$ cat src/rtl/core_pkg.sv
// Shared core definitions: opcodes, the reset instruction, fetch FSM encoding
// and the pc_next result bundle.
package core_pkg;
  localparam logic [6:0]  OP_BEQ    = 7'b1100011;
  localparam logic [6:0]  OP_ARITH  = 7'b0110011;
  localparam logic [6:0]  OP_SW     = 7'b0100011;
  localparam logic [6:0]  OP_LW     = 7'b0000011;
  localparam logic [31:0] NOP_INSTR = 32'h0000_0013;

  typedef enum logic [2:0] {
    ST_IDLE,
    ST_REQ,
    ST_WAIT,
    ST_HOLD,
    ST_HALT
  } fetch_state_t;

  typedef struct packed {
    logic [31:0] pc_nxt;
    logic        misalign;
  } pc_next_t;

  // Control-decoder view of an instruction: {funct7[5], funct3, opcode}.
  function automatic logic [10:0] ctrl_of(input logic [31:0] i);
    return {i[30], i[14:12], i[6:0]};
  endfunction
endpackage

$ cat src/rtl/fetch_unit_if.sv
// Instruction-memory request/response bus between the fetch unit and imem.
interface fetch_unit_if;
  logic        imem_req;
  logic [31:0] imem_addr;
  logic        imem_ack;
  logic [31:0] imem_rdata;

  modport master (output imem_req, imem_addr, input  imem_ack, imem_rdata);
  modport slave  (input  imem_req, imem_addr, output imem_ack, imem_rdata);
endinterface

$ cat src/rtl/pc_next.sv
// Next-pc computation for a retiring instruction: B-type immediate, branch
// target add and target alignment check. Purely combinational.
module pc_next
  import core_pkg::*;
(
  input  logic [31:0] pc,
  input  logic [6:0]  instr_hi,   // instr[31:25]
  input  logic [11:0] instr_lo,   // instr[11:0]
  input  logic        branch,
  output pc_next_t    nxt
);
  logic [31:0] imm_b;
  logic [31:0] tgt;
  logic        take;

  assign imm_b = {{19{instr_hi[6]}}, instr_hi[6], instr_lo[7], instr_hi[5:0], instr_lo[11:8], 1'b0};
  // A Branch from control on anything that is not a beq falls through.
  assign take  = branch && (instr_lo[6:0] == OP_BEQ);
  assign tgt   = pc + imm_b;

  assign nxt.pc_nxt   = take ? tgt : pc + 32'd4;
  assign nxt.misalign = take && (tgt[1:0] != 2'b00);
endmodule

$ cat src/rtl/fetch_unit.sv
// Single-outstanding instruction fetch: issues a request at pc, holds the
// returned word for execute, and advances pc on retire.
module fetch_unit
  import core_pkg::*;
#(
  parameter logic [31:0] RESET_PC     = 32'h0000_0000,
  parameter int          IMEM_TIMEOUT = 16
) (
  input  logic         clk,
  input  logic         rst_n,
  fetch_unit_if.master imem,
  output logic [31:0]  instr,
  output logic [10:0]  ctrl_field,
  output logic         instr_valid,
  output logic [31:0]  pc_out,
  input  logic         ex_done,
  input  logic         branch,
  input  logic         stall,
  output logic         fetch_err
);
  localparam int            CW      = $clog2(IMEM_TIMEOUT + 1);
  localparam logic [CW-1:0] TO_LAST = CW'(IMEM_TIMEOUT - 1);

  fetch_state_t  state, state_nxt;
  logic [31:0]   pc;
  logic [CW-1:0] wait_cnt;
  pc_next_t      nxt;
  logic          ack_hit, to_hit, retire;

  pc_next u_pc_next (
    .pc       (pc),
    .instr_hi (instr[31:25]),
    .instr_lo (instr[11:0]),
    .branch   (branch),
    .nxt      (nxt)
  );

  assign ack_hit = (state == ST_WAIT) && imem.imem_ack;
  // Ack wins over timeout on the last allowed wait cycle.
  assign to_hit  = (state == ST_WAIT) && !imem.imem_ack && (wait_cnt == TO_LAST);
  assign retire  = (state == ST_HOLD) && ex_done;

  always_ff @(posedge clk or negedge rst_n) begin
    if (!rst_n) state <= ST_IDLE;
    else        state <= state_nxt;
  end

  always_comb begin
    state_nxt = state;
    unique case (state)
      ST_IDLE: state_nxt = ST_REQ;
      ST_REQ:  if (!stall) state_nxt = ST_WAIT;
      ST_WAIT: begin
        if (ack_hit)     state_nxt = ST_HOLD;
        else if (to_hit) state_nxt = ST_HALT;
      end
      ST_HOLD: if (ex_done) state_nxt = nxt.misalign ? ST_HALT : ST_REQ;
      ST_HALT: state_nxt = ST_HALT;
      default: state_nxt = ST_IDLE;
    endcase
  end

  always_comb begin
    imem.imem_req = 1'b0;
    instr_valid   = 1'b0;
    unique case (state)
      ST_REQ:  imem.imem_req = !stall;
      ST_WAIT: imem.imem_req = 1'b1;
      ST_HOLD: instr_valid   = 1'b1;
      default: ;
    endcase
  end

  assign imem.imem_addr = pc;
  assign pc_out         = pc;
  assign ctrl_field     = ctrl_of(instr);

  always_ff @(posedge clk or negedge rst_n) begin
    if (!rst_n) begin
      pc        <= RESET_PC;
      instr     <= NOP_INSTR;
      wait_cnt  <= '0;
      fetch_err <= 1'b0;
    end else begin
      if (retire && !nxt.misalign) pc <= nxt.pc_nxt;
      if (ack_hit) instr <= imem.imem_rdata;
      // Counter is zero on every entry to WAIT since it clears outside it.
      wait_cnt <= (state == ST_WAIT) ? wait_cnt + CW'(1) : '0;
      if (to_hit || (retire && nxt.misalign)) fetch_err <= 1'b1;
    end
  end
endmodule

$ cat src/flat_wrapper.sv
// flat-port wrapper written by rule: the top's interface ports become plain ports
module fetch_unit_flat import core_pkg::*;
#(
  parameter logic [31:0] RESET_PC     = 32'h0000_0000,
  parameter int          IMEM_TIMEOUT = 16
)
  (clk, rst_n, instr, ctrl_field, instr_valid, pc_out, ex_done, branch, stall, fetch_err, imem_imem_req, imem_imem_addr, imem_imem_ack, imem_imem_rdata);
  fetch_unit_if imem_i ();
  input  logic clk;
  input  logic rst_n;
  output logic [31:0] instr;
  output logic [10:0] ctrl_field;
  output logic instr_valid;
  output logic [31:0] pc_out;
  input  logic ex_done;
  input  logic branch;
  input  logic stall;
  output logic fetch_err;
  output wire logic [$bits(imem_i.imem_req)-1:0] imem_imem_req;
  output wire logic [$bits(imem_i.imem_addr)-1:0] imem_imem_addr;
  input wire logic [$bits(imem_i.imem_ack)-1:0] imem_imem_ack;
  input wire logic [$bits(imem_i.imem_rdata)-1:0] imem_imem_rdata;
  assign imem_imem_req = imem_i.imem_req;
  assign imem_imem_addr = imem_i.imem_addr;
  assign imem_i.imem_ack = imem_imem_ack;
  assign imem_i.imem_rdata = imem_imem_rdata;
  fetch_unit #(.RESET_PC(RESET_PC), .IMEM_TIMEOUT(IMEM_TIMEOUT)) u_core (.clk(clk), .rst_n(rst_n), .imem(imem_i), .instr(instr), .ctrl_field(ctrl_field), .instr_valid(instr_valid), .pc_out(pc_out), .ex_done(ex_done), .branch(branch), .stall(stall), .fetch_err(fetch_err));
endmodule
$ cat config.mk
export PLATFORM = sky130hd
export DESIGN_NAME = fetch_unit_flat
export DESIGN_NICKNAME = d
export VERILOG_FILES = /design/src/rtl/core_pkg.sv /design/src/rtl/fetch_unit_if.sv /design/src/rtl/pc_next.sv /design/src/rtl/fetch_unit.sv /design/src/flat_wrapper.sv
export SDC_FILE = /design/constraint.sdc
export NUM_CORES = 1
export LEC_CHECK = 0
export CAP_MARGIN = 20
export CORE_ASPECT_RATIO = 0.5
export CORE_MARGIN = 3
export CORE_UTILIZATION = 46
export DETAILED_ROUTE_END_ITERATION = 12
export MAX_ROUTING_LAYER = met4
export PLACE_DENSITY_LB_ADDON = 0.2
export SLEW_MARGIN = 15
export SYNTH_ARGS = -nofsm -noshare
export SYNTH_HDL_FRONTEND = slang
export SYNTH_HIERARCHICAL = 1
export SYNTH_SLANG_ARGS = --single-unit
$ cat constraint.sdc
create_clock -name clk -period 2.81 [get_ports clk]
set_input_delay 0.7025 -clock clk [delete_from_list [all_inputs] [get_ports clk]]
set_output_delay 0.7025 -clock clk [all_outputs]
set_load 0.03 [all_outputs]
==> results of run 1 <==
## layout by cell type (no fill, tap or decap), types with 18 or more instances in the layout
| master | count |
|---|---|
| o21ai_0 | 25 |
| mux2_2 | 57 |
| xnor2_1 | 24 |
| nand3_1 | 23 |
| dfrtp_1 | 68 |
| nand2_1 | 56 |
| nor2_1 | 42 |
| buf_4 | 95 |
| a21oi_1 | 31 |
| clkdlybuf4s50_1 | 145 |
| xor2_1 | 24 |
| ha_1 | 18 |
## worst max-delay path, stage by stage, from the launching register on
cell	delay [ps]
dfrtp_2	440
ha_4	170
inv_2	50
fa_2	200
and2b_2	250
o2111ai_4	220
nand3_4	150
a211oi_4	340
nor4_4	80
or4_1	400
a31o_1	190
mux2_4	260
## cell type report
type,instances,area [um^2]
Multi-Input combinational cell,474,3870
Fill cell,969,3560
Timing Repair Buffer,250,2300
Sequential cell,73,1840
Clock buffer,9,225
Tap cell,165,206
Clock inverter,7,82.6
Inverter,12,45.0
## logic make-up (layout without fill, tap and decap cells)
group,count (synthesis),count (layout),share of synthesized area (%)
AOI/OAI and AO/OA,134,134,15.5
adders and majority gates,34,34,7.38
DFF,73,73,31.2
and+or+nand+nor,187,187,16.4
xor gates and xnor gates,50,50,7.46
muxes,69,69,13.1
buffers and inverters,79,278,9.00
## what timing repair did
action,CTS,global route
resized for setup,27,37
endpoints found under the setup margin,6,10
pin swaps,12,20
setup buffers,3,4
## worst max path at each step
stage,startpoint,endpoint,depth (start not counted)
after global placement,u_core/instr[31]$_DFFE_PN0P_,u_core/imem.imem_addr[28]$_DFFE_PN0P_,10
after floorplan,u_core/instr[31]$_DFFE_PN0P_,u_core/imem.imem_addr[27]$_DFFE_PN0P_,10
after detailed placement,branch,u_core/imem.imem_addr[31]$_DFFE_PN0P_,7
final,u_core/imem.imem_addr[1]$_DFFE_PN0P_,u_core/imem.imem_addr[29]$_DFFE_PN0P_,11
after CTS,u_core/imem.imem_addr[1]$_DFFE_PN0P_,u_core/imem.imem_addr[29]$_DFFE_PN0P_,11
after global routing,u_core/imem.imem_addr[1]$_DFFE_PN0P_,u_core/imem.imem_addr[29]$_DFFE_PN0P_,11
## state kept, by name, indices dropped and copies added (netlist names)
| name | count |
|---|---|
| u_core/fetch_err | 1 |
| u_core/instr | 32 |
| u_core/wait_cnt | 5 |
| u_core/imem.imem_addr | 32 |
| u_core/state | 3 |
## power by group through the flow
stage | clock [mW] | combinational, mW | sequential, mW
2_1_floorplan | 0 | 3.10 | 2.59
3_3_place_gp | 0 | 6.02 | 1.82
3_5_place_dp | 0 | 6.10 | 1.84
4_1_cts | 1.24 | 6.36 | 1.83
5_1_grt | 1.29 | 7.14 | 1.91
6_report | 1.22 | 6.72 | 1.85
## layer usage
metal / vias up / wire length (um) / part of all wire (%) / track usage [%]
met5: - / 0 / 0 / -
met3: 25 / 1040 / 5.8 / 4.88
met2: 188 / 8220 / 46 / 40.5
met1: 2652 / 8400 / 47 / 33.9
li1: 2616 / - / - / -
met4: 0 / 266 / 1.5 / 5.21
==> results.md, run 1 <==
* Combinational share of power at 68.6%
* EDFF count, synth at 0
* Largest area contributor in the netlist: dfrtp_1
* TritonCTS buffer count at 9
* Post-synthesis sequential area ratio at 31.2%
* Hold Slack at 291 ps
* Die X at 166 um
* Routed WL per cell at 18.1 um
* Finished Layout Cells at 990
* Register-to-register setup slack at -70 ps
* Drt pass-1 iters at 5
* Input/output buffers at 147
* Reg clk slew, reported paths at 70 ps
* Dpl hpwl at 13400 um
* Area after DPL at 0.00783 mm^2
* Clock Tree Buf Depth at 2
* Max Transition Viols Final at 0
* Total global routing overflow at 0
* Top cells by count, synth: 70 x dfrtp_1, 62 x mux2_2, 57 x nand2_1
* CTS HTree Levels at 3
* Mapped cell area at 0.00587 mm^2
* Final Hold Fails at 0
* Power Total at 9.80 mW
* Layout area overhead at 46.0%
* Cell area power density at 1140 mW/mm^2
* Power share of the clock group at 12.5%
* Cell-internal power at 5.26 mW
* F_max at 0.347 GHz
* Number of global-route vias before repair at 5499
* Startpoint types: flip-flop
* Req. time, crit path at 3030 ps
* RePlAce Congestion at 1.00
* Post-Route Utilization at 70.7%
* CTS sink cnt at 73
* Fin crit period at 2880 ps
* Detail Route Antenna Nets at 0
* Yosys Warn Count at 6
* Remaining DRCs at 0
* First-pass GRT wire length at 28300 um
* CP max FO at 5
* Final wirelength at 17900 um
* Root buffer cell: clkbuf_16
* R2R Path End: u_core/imem.imem_addr[29]$_DFFE_PN0P_
* Core area at 0.0121 mm^2
* Vias/cell at 5.54
* Cts hold-fix bufs at 0
* Worst skew pair latency at 340 ps
* Site Rows at 28
* Setup CP Type: flip-flop to flip-flop
* Most common cell in the netlist: dfrtp_1
* Clock Skews at 8.26 ps
* FFs w/ async S/R, synth at 100%
* Worst R2R Start: u_core/imem.imem_addr[1]$_DFFE_PN0P_
* Die area at 0.0142 mm^2
* Unrepaired setup endpoints after global routing: true
* Post-synth cell types at 70
* GR Util All Layers at 25.3%
* Slew headroom at 61.8%
* Die height at 85.9 um
* Psw at 4.54 mW
* Final setup vio count at 3
* Max cap viols at 0
* Largest net degree at the start of global routing at 27
* Sw Share at 46.3%
* Layout cells sized above 1 at 30.1%
* Avg Inst Size Synth at 9.37 um^2
* Dpl cells at 968
* Worst Reg2Reg Path Length in Cells at 11
* CP arrival at 3100 ps
* Final nets at 892
* Leak at 3.72 nW
* Failing checks: negative setup slack
* Top area cells in the synthesized netlist: dfrtp_1 30%, mux2_2 12%, ha_1 7.0%
* Number of antenna violations at the first check in global routing at 0
* Fin crit share at 102%
* CTS tree: built
* Pre-CTS setup slack at -104 ps
* Ys flop type: dfrtp_1
* #FFs+latches synth at 73
* I/O pins at 148
* Crit end category: flip-flop
* Hold Path Class: input port to async pin
* Post-Syn Instances at 626
* Post-synth top area share at 29.9%
* Via count at 5481
* Seq pwr share at 18.9%
* Starting Density at 48.4%
* Status: complete, but fails checks
* Setup WS post-layout at -68.4 ps
* Fin area at 0.00856 mm^2
* Worst vdd ir at 681 uV
* ANT cells at 0
* Syn nets at 698
* Setup TNS at -134 ps
* Least-Margin Pin Slew at 571 ps
* Number of DRC markers in iteration 0 at 317
(Power assumes the default switching activity.)
==> run 2, diff against run 1 <==
CORE_MARGIN = 5   (was 3)
==> run 2 against run 1 <==
The run now ends clean. Critical path depth is the same. Fmax grew 3.7%. Die area grew 7.2%.
==> results.md, run 2 (synthesis gave the netlist of run 1 again) <==
* Worst Reg2Reg Path Length in Cells at 11 (unchanged)
* Number of antenna violations at the first check in global routing at 0 (unchanged)
* Dpl hpwl at 14200 um (+5.9%)
* First-pass GRT wire length at 29400 um (+3.8%)
* Commonest cells after routing, fill and taps aside: 145 x clkdlybuf4s50_1, 105 x buf_4, 68 x dfrtp_1, 61 x mux2_2, 54 x nand2_1
* Die X at 170 um (+2.4%)
* Final nets at 898 (+0.67%)
* Remaining DRCs at 0 (unchanged)
* Clock Skews at 8.77 ps (+0.513 ps)
* Worst R2R Start: u_core/imem.imem_addr[1]$_DFFE_PN0P_
* CP arrival at 3010 ps (-90 ps)
* Hold Path Class: input port to async pin
* CTS tree: built
* Fin area at 0.00861 mm^2 (+0.50%)
* Combinational share of power at 69.1% (+0.5 points)
* Setup CP Type: flip-flop to flip-flop
* CP max-delay cell: dfrtp_2
* R2R Path End: u_core/imem.imem_addr[29]$_DFFE_PN0P_
* Max cap viols at 0 (unchanged)
* Total global routing overflow at 0 (unchanged)
* Register-to-register setup slack at 40 ps (+100 ps)
* Layout fillers at 1015 (+4.7%)
* Site Rows at 29 (+3.6%)
* Setup WS post-layout at 35.1 ps (+103 ps)
* Worst Setup SP: u_core/imem.imem_addr[1]$_DFFE_PN0P_
* Least-Margin Pin Slew at 884 ps (+312 ps)
* I/O pins at 148 (unchanged)
* Number of global-route vias before repair at 5445 (-0.98%)
* Dpl cells at 980 (+1.2%)
* Starting Density at 46.6% (-1.8 points)
* Most common cell after layout, fill and taps aside: clkdlybuf4s50_1
* Detail Route Antenna Nets at 0 (unchanged)
* Slew headroom at 41.1% (-21 points)
* Cell area power density at 1150 mW/mm^2 (+0.15%)
* F_max at 0.360 GHz (+3.7%)
* Sw Share at 46.4% (about the same)
* Input/output buffers at 147 (unchanged)
* GR Util All Layers at 24.7% (-0.61 points)
* Hold Slack at 459 ps (+169 ps)
* CP peak stage delay at 420 ps (-20 ps)
* Leak at 3.77 nW (+1.4%)
* CP endpoint: u_core/imem.imem_addr[29]$_DFFE_PN0P_
* Fin crit period at 2770 ps (-103 ps)
* Area after DPL at 0.00791 mm^2 (+0.91%)
* Die area at 0.0152 mm^2 (+7.2%)
* Drt pass-1 iters at 5 (unchanged)
* Root buffer cell: clkbuf_16
* Worst skew pair latency at 350 ps (about the same)
* Pre-CTS setup slack at -110 ps (-6.13 ps)
* CTS sink cnt at 73 (unchanged)
* Status: finished, final reports clean
* Psw at 4.57 mW (+0.73%)
* Reg clk slew, reported paths at 70 ps (about the same)
* Startpoint types: flip-flop
* Layout area overhead at 46.7%
* Req. time, crit path at 3040 ps (about the same)
* Fin crit share at 98.8% (-3.7 points)
* Final setup vio count at 0 (-3)
* Cell-internal power at 5.29 mW (+0.58%)
* CP max FO at 3 (-2)
* Finished Layout Cells at 1001 (+1.1%)
* Seq pwr share at 18.4% (-0.5 points)
* Final wirelength at 18700 um (+4.1%)
* Number of DRC markers in iteration 0 at 334 (+5.4%)
* Crit end category: flip-flop
* Unrepaired setup endpoints after global routing: true
* Worst vdd ir at 666 uV (-2.2%)
* Layout cells sized above 1 at 31.6% (+1.6 points)
* RePlAce Congestion at 0.936 (-6.4%)
* Power share of the clock group at 12.5% (about the same)
* Final Hold Fails at 0 (unchanged)
* Routed WL per cell at 18.7 um (+3.0%)
* Critical Path, Cell by Cell: ha_4, inv_2, fa_2, and2b_1, o2111ai_4, nand3_4, a211oi_4, nor4_4, or4_1, a31o_1, mux2_2
* Core area at 0.0126 mm^2 (+3.9%)
* Largest net degree at the start of global routing at 65 (+140%)
* Clock Tree Buf Depth at 2 (unchanged)
* Vias/cell at 5.49 (-0.76%)
* Die height at 89.9 um (+4.7%)
* CTS HTree Levels at 3 (unchanged)
* TritonCTS buffer count at 9 (unchanged)
* ANT cells at 0 (unchanged)
* Power Total at 9.86 mW (+0.65%)
* Via count at 5500 (+0.35%)
* Cts hold-fix bufs at 0 (unchanged)
* Max Transition Viols Final at 0 (unchanged)
[run 2: changes by cell type in the layout (fill, tap and decap cells not counted), sizes merged]
cell	delta
buf	+6
[run 2: worst min-delay path by stage]
stage / start / end / slack, ps / cells past startpoint
global route: u_core/wait_cnt[0]$_DFF_PN0_ / u_core/wait_cnt[0]$_DFF_PN0_ / 490 / 1
floorplan: rst_n / u_core/fetch_err$_DFFE_PN0P_ / 410 / 0
CTS: u_core/wait_cnt[0]$_DFF_PN0_ / u_core/wait_cnt[0]$_DFF_PN0_ / 470 / 1
detailed placement: u_core/wait_cnt[0]$_DFF_PN0_ / u_core/wait_cnt[0]$_DFF_PN0_ / 460 / 1
global placement: u_core/wait_cnt[0]$_DFF_PN0_ / u_core/wait_cnt[0]$_DFF_PN0_ / 450 / 1
finish: rst_n / u_core/instr[7]$_DFFE_PN0P_ / 460 / 1
[run 2: routing by layer]
layer / vias up / share of wire (%) / track usage (%)
met5: - / 0 / -
met4: 0 / 1.4 / 5.63
met3: 28 / 6.7 / 5.65
met2: 210 / 46 / 38.3
met1: 2634 / 46 / 33.1
li1: 2628 / - / -
[run 2: through the flow]
| step | util [%] | setup TNS [ps] |
|---|---|---|
| after detailed placement | 62.8 | -1700 |
| after global routing | 68.4 | -237 |
| final | 68.4 | 0 |
| after global placement | 62.8 | -1360 |
| after floorplan | - | 0 |
| after CTS | 66.6 | -23.3 |
[run 2: repair_timing]
item,CTS,global route
pin swaps,11,11
buffers inserted,2,3
cloned,0,0
endpoints found under the setup margin,6,11
resized for setup,29,36
[run 2: worst max-delay path: cells and delay by family, from the launching register on]
kind                     cells  cell delay (ps)
AND/OR/NAND/NOR              4              850
AO/OA/AOI/OAI                3              720
flip-flops                   1              420
adder cells (fa/ha/maj)      2              350
multiplexers                 1              260
buffers and inverters        1               50
[run 2: layout make-up]
cell class / instances / area (um^2) / area share [%]
clock buffers: 9 / 225 / 2.62
well taps: 170 / 213 / 2.47
inverters: 12 / 45.0 / 0.523
repair buffers: 256 / 2340 / 27.2
multi-input cells: 474 / 3860 / 44.9
clock inverters: 7 / 82.6 / 0.959
flip-flops and latches: 73 / 1840 / 21.3
[run 2: power by group through the flow]
| stage | combinational, mW | clock [mW] | sequential, mW |
|---|---|---|---|
| 3_5_place_dp | 6.29 | 0 | 1.81 |
| 4_1_cts | 6.52 | 1.25 | 1.80 |
| 2_1_floorplan | 3.10 | 0 | 2.59 |
| 5_1_grt | 7.25 | 1.31 | 1.87 |
| 3_3_place_gp | 6.20 | 0 | 1.79 |
| 6_report | 6.82 | 1.23 | 1.81 |
